$ cat config.mk
export PLATFORM = sky130hd
export DESIGN_NAME = seq_detector_onehot
export DESIGN_NICKNAME = d
export VERILOG_FILES = /design/src/rtl/seq_detector_onehot.sv
export SDC_FILE = /design/constraint.sdc
export NUM_CORES = 1
export LEC_CHECK = 0
export BUFFER_PORTS_ARGS = -buffer_cell sky130_fd_sc_hd__buf_2
export CAP_MARGIN = 20
export CORE_UTILIZATION = 50
export DETAILED_ROUTE_END_ITERATION = 8
export PLACE_DENSITY_LB_ADDON = 0.05
export SYNTH_ARGS = -nofsm -noshare
export SYNTH_HDL_FRONTEND = slang
export SYNTH_SLANG_ARGS = --single-unit
$ cat constraint.sdc
create_clock -name clk -period 1.76 [get_ports clk]
set_input_delay 0.264 -clock clk [delete_from_list [all_inputs] [get_ports clk]]
set_output_delay 0.264 -clock clk [all_outputs]
set_load 0.05 [all_outputs]
$ cat src/rtl/seq_detector_onehot.sv
// seq_detector_onehot: one-hot Mealy detector for a fixed bit pattern, with
// elaboration-time KMP fallback transitions and a saturating match counter.
module seq_detector_onehot #(
    parameter int              LEN     = 4,
    parameter logic [LEN-1:0]  PATTERN = 4'b1011,
    parameter bit              OVERLAP = 1'b1,
    parameter int              COUNT_W = 8
) (
    input  logic               clk,
    input  logic               rst_b,
    input  logic               en,
    input  logic               din,
    input  logic               clr,
    output logic               match,
    output logic               match_q,
    output logic [LEN-1:0]     state,
    output logic [COUNT_W-1:0] count
);
    localparam logic [LEN-1:0] S0 = LEN'(1);

    // longest pattern prefix that is a suffix of (first k pattern bits, b)
    function automatic int target(int k, bit b);
        int res;
        int idx;
        bit ok;
        bit sb;
        res = 0;
        for (int j = 1; j < LEN; j++) begin
            if (j <= k + 1) begin
                ok = 1'b1;
                for (int i = 0; i < j; i++) begin
                    idx = k + 1 - j + i;
                    sb  = (idx == k) ? b : PATTERN[LEN-1-idx];
                    if (sb != PATTERN[LEN-1-i]) ok = 1'b0;
                end
                if (ok) res = j;
            end
        end
        return (k == LEN - 1 && b == PATTERN[0] && !OVERLAP) ? 0 : res;
    endfunction

    logic [LEN-1:0] hop [LEN];
    logic [LEN-1:0] adv;
    logic [LEN-1:0] state_d;
    logic           onehot;

    for (genvar k = 0; k < LEN; k++) begin : g_hop
        localparam int T0 = target(k, 1'b0);
        localparam int T1 = target(k, 1'b1);
        assign hop[k] = state[k] ? (din ? S0 << T1 : S0 << T0) : '0;
    end

    assign onehot = (|state) && ~|(state & (state - S0));
    assign match  = en & state[LEN-1] & (din == PATTERN[0]) & ~clr;

    always_comb begin
        adv = '0;
        for (int k = 0; k < LEN; k++) adv |= hop[k];
        state_d = (!onehot || clr) ? S0 : en ? adv : state;
    end

    always_ff @(posedge clk or negedge rst_b) begin
        if (!rst_b) begin
            state   <= S0;
            match_q <= 1'b0;
            count   <= '0;
        end else begin
            state   <= state_d;
            match_q <= match;
            if (clr) count <= '0;
            else if (match && count != '1) count <= count + COUNT_W'(1);
        end
    end
endmodule

==> results of run 1 <==
[worst max-delay path: stages (launching register included)]
cell	delay [ns]
dfrtp_2	0.40
ha_1	0.27
nand4_4	0.16
or4b_1	0.52
o211a_1	0.13
[sequential cells by signal, summed over array words and instances (netlist names)]
name and cells:
state 4, count 8, match_q 1
[final cells by class]
type / instances / share of cell area
multi-input cells: 56 / 0.4471
flip-flops and latches: 13 / 0.3724
repair buffers: 19 / 0.1128
clock buffers: 4 / 0.02962
well taps: 15 / 0.02116
inverters: 4 / 0.01693
[metal layers]
layer	vias to the layer above	part of all wire
met5	-	0
met1	327	0.45
met4	0	0.0069
li1	336	-
met2	26	0.47
met3	2	0.072
[stage by stage]
step	cell area, µm²	utilization	setup slack [ns]	total power, mW	instances
finish	887.1	0.6571	0.1713	0.5598	111
global route	887.1	0.6571	0.1025	0.5896	111
CTS	887.1	0.6571	0.1741	0.5693	111
detailed placement	850.8	0.6302	0.1853	0.3822	106
global placement	850.8	0.6302	0.2342	0.3812	106
floorplan	755.7	-	0.06607	0.3596	76
[placed cells by master, fill, tap and decap left out, types with 2 or more instances in the layout]
master	count
nand2_1	4
dfrtp_2	3
a21oi_1	5
o21ai_0	2
nor2_1	3
mux2i_1	2
a211oi_1	4
and3_2	2
nor3_1	5
nand4_1	2
clkbuf_4	3
nor4b_1	2
buf_2	18
dfrtp_1	9
inv_1	4
and4_1	2
nand3_1	4
[worst max path at each step]
stage,to
2_1_floorplan,count[6]$_DFFE_PN0P_
3_3_place_gp,count[6]$_DFFE_PN0P_
3_5_place_dp,count[6]$_DFFE_PN0P_
4_1_cts,count[6]$_DFFE_PN0P_
5_1_grt,count[6]$_DFFE_PN0P_
6_report,count[6]$_DFFE_PN0P_
[power by group]
part           switching (mW)  internal, mW
combinational          0.0470        0.0193
sequential            0.00670         0.304
clock                  0.0948        0.0876
total                   0.148         0.411
[cells by family (layout without fill, tap and decap cells)]
logic type               after synthesis  after routing  synth area share
buffers and inverters                  7             27           0.03826
flip-flops                            13             13            0.4343
AO/OA/AOI/OAI                         20             20            0.1914
AND/OR/NAND/NOR                       32             32            0.2812
adder cells (fa/ha/maj)                1              1           0.01664
multiplexers                           2              2           0.02662
XOR/XNOR                               1              1           0.01165
==> out/results.md, run 1 <==
| Metric | Reported | Unit |
|---|---|---|
| Result of the run | finished clean | - |
| Path depth of the worst reg2reg path | 4 | - |
| Instance count along the most critical hold path | 2 | - |
| Kind of end point of the critical path | flop | - |
| TritonCTS clock tree | yes | - |
| Worst setup slack for register-to-register paths | 0.17 | ns |
| Crit path time final | 1.589 | ns |
| Cell with the most instances after synthesis | dfrtp_1 | - |
| Net count after synthesis | 82 | - |
| Met2 Use GR | 0.3867 | - |
| Core region area | 1350 | µm² |
| Final max-slew violation count | 0 | - |
| CP Launch Point | count[0]$_DFFE_PN0P_ | - |
| Area of the multi-input gates | 396.6 | µm² |
| Worst endpoint required time | 1.93 | ns |
| Worst IR Drop VDD | 0.0003669 | V |
| Layout-stage area growth over the synthesis result | 17.97 | % |
| Final worst-path cycle share | 0.9027 | - |
| Clock buffer count from CTS | 3 | - |
| Number of maximum-capacitance constraint violations | 0 | - |
| Number of buffers added to fix hold violations after cts | 1 | - |
| I/O pin total | 19 | - |
| Number of hold violations in the final report | 0 | - |
| Beginning of the worst register-to-register path | count[0]$_DFFE_PN0P_ | - |
| Max H-tree Level | 1 | - |
| Drc violations | 0 | - |
| Worst setup path class | reg2reg | - |
| Max Freq | 629.4 | MHz |
| Number of storage elements in the synthesis netlist | 13 | - |
| Commonest cells in the synthesized netlist | dfrtp_1, a21oi_1, nor3_1 | - |
| Deepest clock path buffer count | 2 | - |
| GRT Residual Overflow | 0 | - |
| Total routing resource utilization after global routing | 0.2514 | - |
| Leakage power of the design | 0.4190 | nW |
| Total detailed-routing wirelength | 1729 | µm |
| Power Density | 631.0 | nW/µm² |
| Insertion delay to the later sink of the worst-skew pair | 0.27 | ns |
| Final Net Count | 103 | - |
| RSZ-0062 raised after global routing | false | - |
| Routing layer with the top usage in global route | met2 | - |
| Vias in the first global route | 625 | - |
| Worst clock skew on the final layout | 0.004338 | ns |
| Die Outline Area | 1663 | µm² |
| Number of synthesis warnings | 0 | - |
| Buffers on Ports | 18 | - |
| Area share of the largest cell type after synthesis | 0.3993 | - |
| Antenna violations before repair | 0 | - |
| Die Height | 40.78 | µm |
| Layout cell share with drive strength beyond 1 | 0.3229 | - |
| Post-synth EDFFs | 0 | - |
| Fraction of synthesis flops using an asynchronous set or reset pin | 1.000 | - |
| Biggest area contributors in the synthesized netlist | dfrtp_1, a211oi_1, dfstp_2 | - |
| Crit path arrival time | 1.75 | ns |
| Number of clock sinks | 13 | - |
| Number of setup violations in the final report | 0 | - |
| Postcts setup bufs | 0 | - |
| Startpoint type of the worst setup path | flop | - |
| Number of diodes added for antenna fixing | 0 | - |
| Cell chosen for the clock root | clkbuf_4 | - |
| Sequential cell area fraction in the yosys report | 0.4343 | - |
| Minimum hold slack | 0.3120 | ns |
| Maximum number of pins on one net before global-route repair | 14 | - |
| Cell row count | 13 | - |
| Resize count post-CTS | 0 | - |
| Number of DRC markers in iteration 0 | 12 | - |
| Wire length of the first global-routing pass | 2684 | µm |
| Mapped Area | 752.0 | µm² |
| Vias/cell | 6.225 | - |
| WL per Instance | 15.58 | µm |
| Number of instances in the synthesized netlist | 76 | - |
| Most used DFF post-synth | dfrtp_1 | - |
| Clock-pin slew reported for the worst setup and hold paths after clock tree synthesis | 0.08 | ns |
| Relative max-transition margin | 0.6871 | - |
| Total vias in the final route | 691 | - |
| Hold crit path type | in2reg | - |
| Post-synthesis cell type with the largest combined area | dfrtp_1 | - |
| Hold wc startpoint | clr | - |
| Setup Total Neg Slack | 0 | ns |
| Met1 demand-to-capacity share in global routing | 0.3402 | - |
| Library cells used by synthesis | 36 | - |
| Slew @ Worst Pin | 0.4665 | ns |
| Antenna violation net count after detailed routing | 0 | - |
| Initial standard-cell utilization of the core | 0.5570 | - |
| Critical path peak fanout | 6 | - |
| Average size of a mapped cell | 9.894 | µm² |
| Post-DP HPWL | 1262 | µm |
| Pre-Repair DR Iteration Count | 4 | - |
| WHS Endpoint | count[3]$_DFFE_PN0P_ | - |
| Chip width | 40.78 | µm |
| Global routing met3 resource utilization | 0.04891 | - |
| Reg area | 330.3 | µm² |
| R2R Path End | count[6]$_DFFE_PN0P_ | - |
| Routability congestion estimate | 0.9290 | - |
| Number of filler instances in the final layout | 126 | - |
No activity file was read; power rests on OpenSTA's default activity.
==> run 2: changes to the inputs <==
Settings changed: CELL_PAD_IN_SITES_DETAIL_PLACEMENT set to 2, CELL_PAD_IN_SITES_GLOBAL_PLACEMENT set to 2, CORE_UTILIZATION 50 to 30.
==> out/results.md, run 2 (same netlist as run 1, synthesis figures left out) <==
| Metric | Reported | Unit | Change |
|---|---|---|---|
| R2R Path End | count[6]$_DFFE_PN0P_ | - |  |
| Total vias in the final route | 717 | - | +3.8% |
| Number of maximum-capacitance constraint violations | 0 | - | unchanged |
| Number of buffers added to fix hold violations after cts | 1 | - | unchanged |
| Critical path peak fanout | 10 | - | +4 |
| Total detailed-routing wirelength | 2256 | µm | +30% |
| Final max-slew violation count | 0 | - | unchanged |
| Leakage power of the design | 0.4238 | nW | +1.1% |
| Worst clock skew on the final layout | 0.003477 | ns | -0.0008608 ns |
| Most common cell after layout, fill and taps aside | buf_2 | - |  |
| Worst setup slack for register-to-register paths | 0.17 | ns | about the same |
| Hold crit path type | in2reg | - |  |
| Most frequent cells in the layout | buf_2, dfrtp_1, nor3_1, a21oi_1 | - |  |
| Initial standard-cell utilization of the core | 0.3273 | - | -0.2297 |
| WL per Instance | 18.05 | µm | +16% |
| Die Outline Area | 2711 | µm² | +63% |
| Buffers on Ports | 18 | - | unchanged |
| Antenna violations before repair | 0 | - | unchanged |
| Kind of end point of the critical path | primary output | - |  |
| Antenna violation net count after detailed routing | 0 | - | unchanged |
| Post-placement worst setup slack | 0.1611 | ns | -0.02422 ns |
| I/O pin total | 19 | - | unchanged |
| Registers with the highest flip-flop counts | count x8, state x4, match_q x1 | - |  |
| Die Height | 52.07 | µm | +28% |
| RSZ-0062 raised after global routing | false | - |  |
| Number of hold violations in the final report | 0 | - | unchanged |
| Wire length of the first global-routing pass | 3746 | µm | +40% |
| Pre-Repair DR Iteration Count | 4 | - | unchanged |
| Drc violations | 0 | - | unchanged |
| Cell chosen for the clock root | clkbuf_4 | - |  |
| Number of diodes added for antenna fixing | 0 | - | unchanged |
| Number of setup violations in the final report | 0 | - | unchanged |
| Resize count post-CTS | 0 | - | unchanged |
| TritonCTS clock tree | yes | - |  |
| Worst setup path class | reg2out | - |  |
| Relative max-transition margin | 0.6239 | - | -0.06325 |
| Routability congestion estimate | 0.7039 | - | -24% |
| Beginning of the worst register-to-register path | count[0]$_DFFE_PN0P_ | - |  |
| Worst IR Drop VDD | 0.0004022 | V | +9.6% |
| Hold wc startpoint | clr | - |  |
| Number of flip-flops in the largest register | 8 | - | unchanged |
| Final Net Count | 104 | - | +0.97% |
| Crit path arrival time | 1.37 | ns | -0.38 ns |
| Layout-stage area growth over the synthesis result | 21.13 | % |  |
| Postcts setup bufs | 0 | - | unchanged |
| Layout cell share with drive strength beyond 1 | 0.3299 | - | +0.006980 |
| Core region area | 2297 | µm² | +70% |
| GRT Residual Overflow | 0 | - | unchanged |
| Power Density | 626.9 | nW/µm² | -0.66% |
| Cell row count | 17 | - | +4 |
| Clock buffer count from CTS | 3 | - | unchanged |
| Post-DP HPWL | 1658 | µm | +31% |
| Biggest register | count | - |  |
| Setup Total Neg Slack | 0 | ns | unchanged |
| Chip width | 52.07 | µm | +28% |
| Result of the run | finished clean | - |  |
| Startpoint type of the worst setup path | flop | - |  |
| Deepest clock path buffer count | 2 | - | unchanged |
| Path depth of the worst reg2reg path | 4 | - | unchanged |
| Clock-pin slew reported for the worst setup and hold paths after clock tree synthesis | 0.08 | ns | about the same |
| Number of clock sinks | 13 | - | unchanged |
| Worst endpoint required time | 1.50 | ns | -0.43 ns |
| Final worst-path cycle share | 0.9261 | - | +0.02341 |
| Vias/cell | 5.736 | - | -7.9% |
| Vias in the first global route | 742 | - | +19% |
| Insertion delay to the later sink of the worst-skew pair | 0.28 | ns | about the same |
| Crit path time final | 1.630 | ns | +0.04120 ns |
| Maximum number of pins on one net before global-route repair | 14 | - | unchanged |
| Max Freq | 613.5 | MHz | -2.5% |
| Number of DRC markers in iteration 0 | 6 | - | -6 |
| WHS Endpoint | state[2]$_DFFE_PN0P_ | - |  |
| Finished Core Util | 0.3965 | - | -0.2606 |
| Max H-tree Level | 1 | - | unchanged |
| Instance count along the most critical hold path | 3 | - | +1 |
| Final worst-path setup slack | 0.1301 | ns | -0.04120 ns |
| Total routing resource utilization after global routing | 0.1985 | - | -0.05290 |
| Slew @ Worst Pin | 0.5608 | ns | +0.09430 ns |
==> run 2: changes by cell type in the layout (fill, tap and decap cells not counted), sizes merged <==
cell  before  now
buf       18   19
==> run 2: worst max path at each step <==
stage,end,slack [ns],from,cells after the start
after CTS,match,0.12,state[3]$_DFFE_PN0P_,2
final,match,0.13,state[3]$_DFFE_PN0P_,2
after global placement,count[6]$_DFFE_PN0P_,0.21,count[0]$_DFFE_PN0P_,4
after detailed placement,count[6]$_DFFE_PN0P_,0.16,count[0]$_DFFE_PN0P_,4
after floorplan,count[6]$_DFFE_PN0P_,0.07,count[0]$_DFFE_PN0P_,4
after global routing,match,0.06,state[3]$_DFFE_PN0P_,2
==> run 2: critical path, cell delays in order (launching register included) <==
cell     delay [ns]
dfrtp_2        0.49
and4b_2        0.32
buf_2          0.28
==> run 2: final cells by class <==
class                   count  area (µm²)
flip-flops and latches     13       330.3
clock buffers               4       26.28
well taps                  28       35.03
fillers                   256        1386
multi-input cells          56       396.6
inverters                   4       15.01
repair buffers             20       107.6
==> run 2: report_power, final <==
group | total [mW] | internal [mW] | switching, mW
clock | 0.187 | 0.0882 | 0.0993
sequential | 0.312 | 0.304 | 0.00754
combinational | 0.0715 | 0.0207 | 0.0508
total | 0.571 | 0.413 | 0.158
==> run 2: metrics by stage <==
step / instances / area (µm²) / hold WS [ns] / total power, mW
finish: 125 / 910.9 / 0.3447 / 0.5710
global route: 125 / 910.9 / 0.3537 / 0.6016
CTS: 125 / 910.9 / 0.3404 / 0.5808
detailed placement: 120 / 874.6 / 0.1744 / 0.3886
global placement: 120 / 874.6 / 0.1759 / 0.3868
floorplan: 76 / 755.7 / -0.03159 / 0.3596
==> run 2: layer usage <==
metal	vias to the layer above	track usage	wire, µm
met1	359	0.2599	1113
met4	0	0.05405	27
met2	14	0.3120	1035
met5	-	0	0
li1	340	-	-
met3	4	0.06140	80
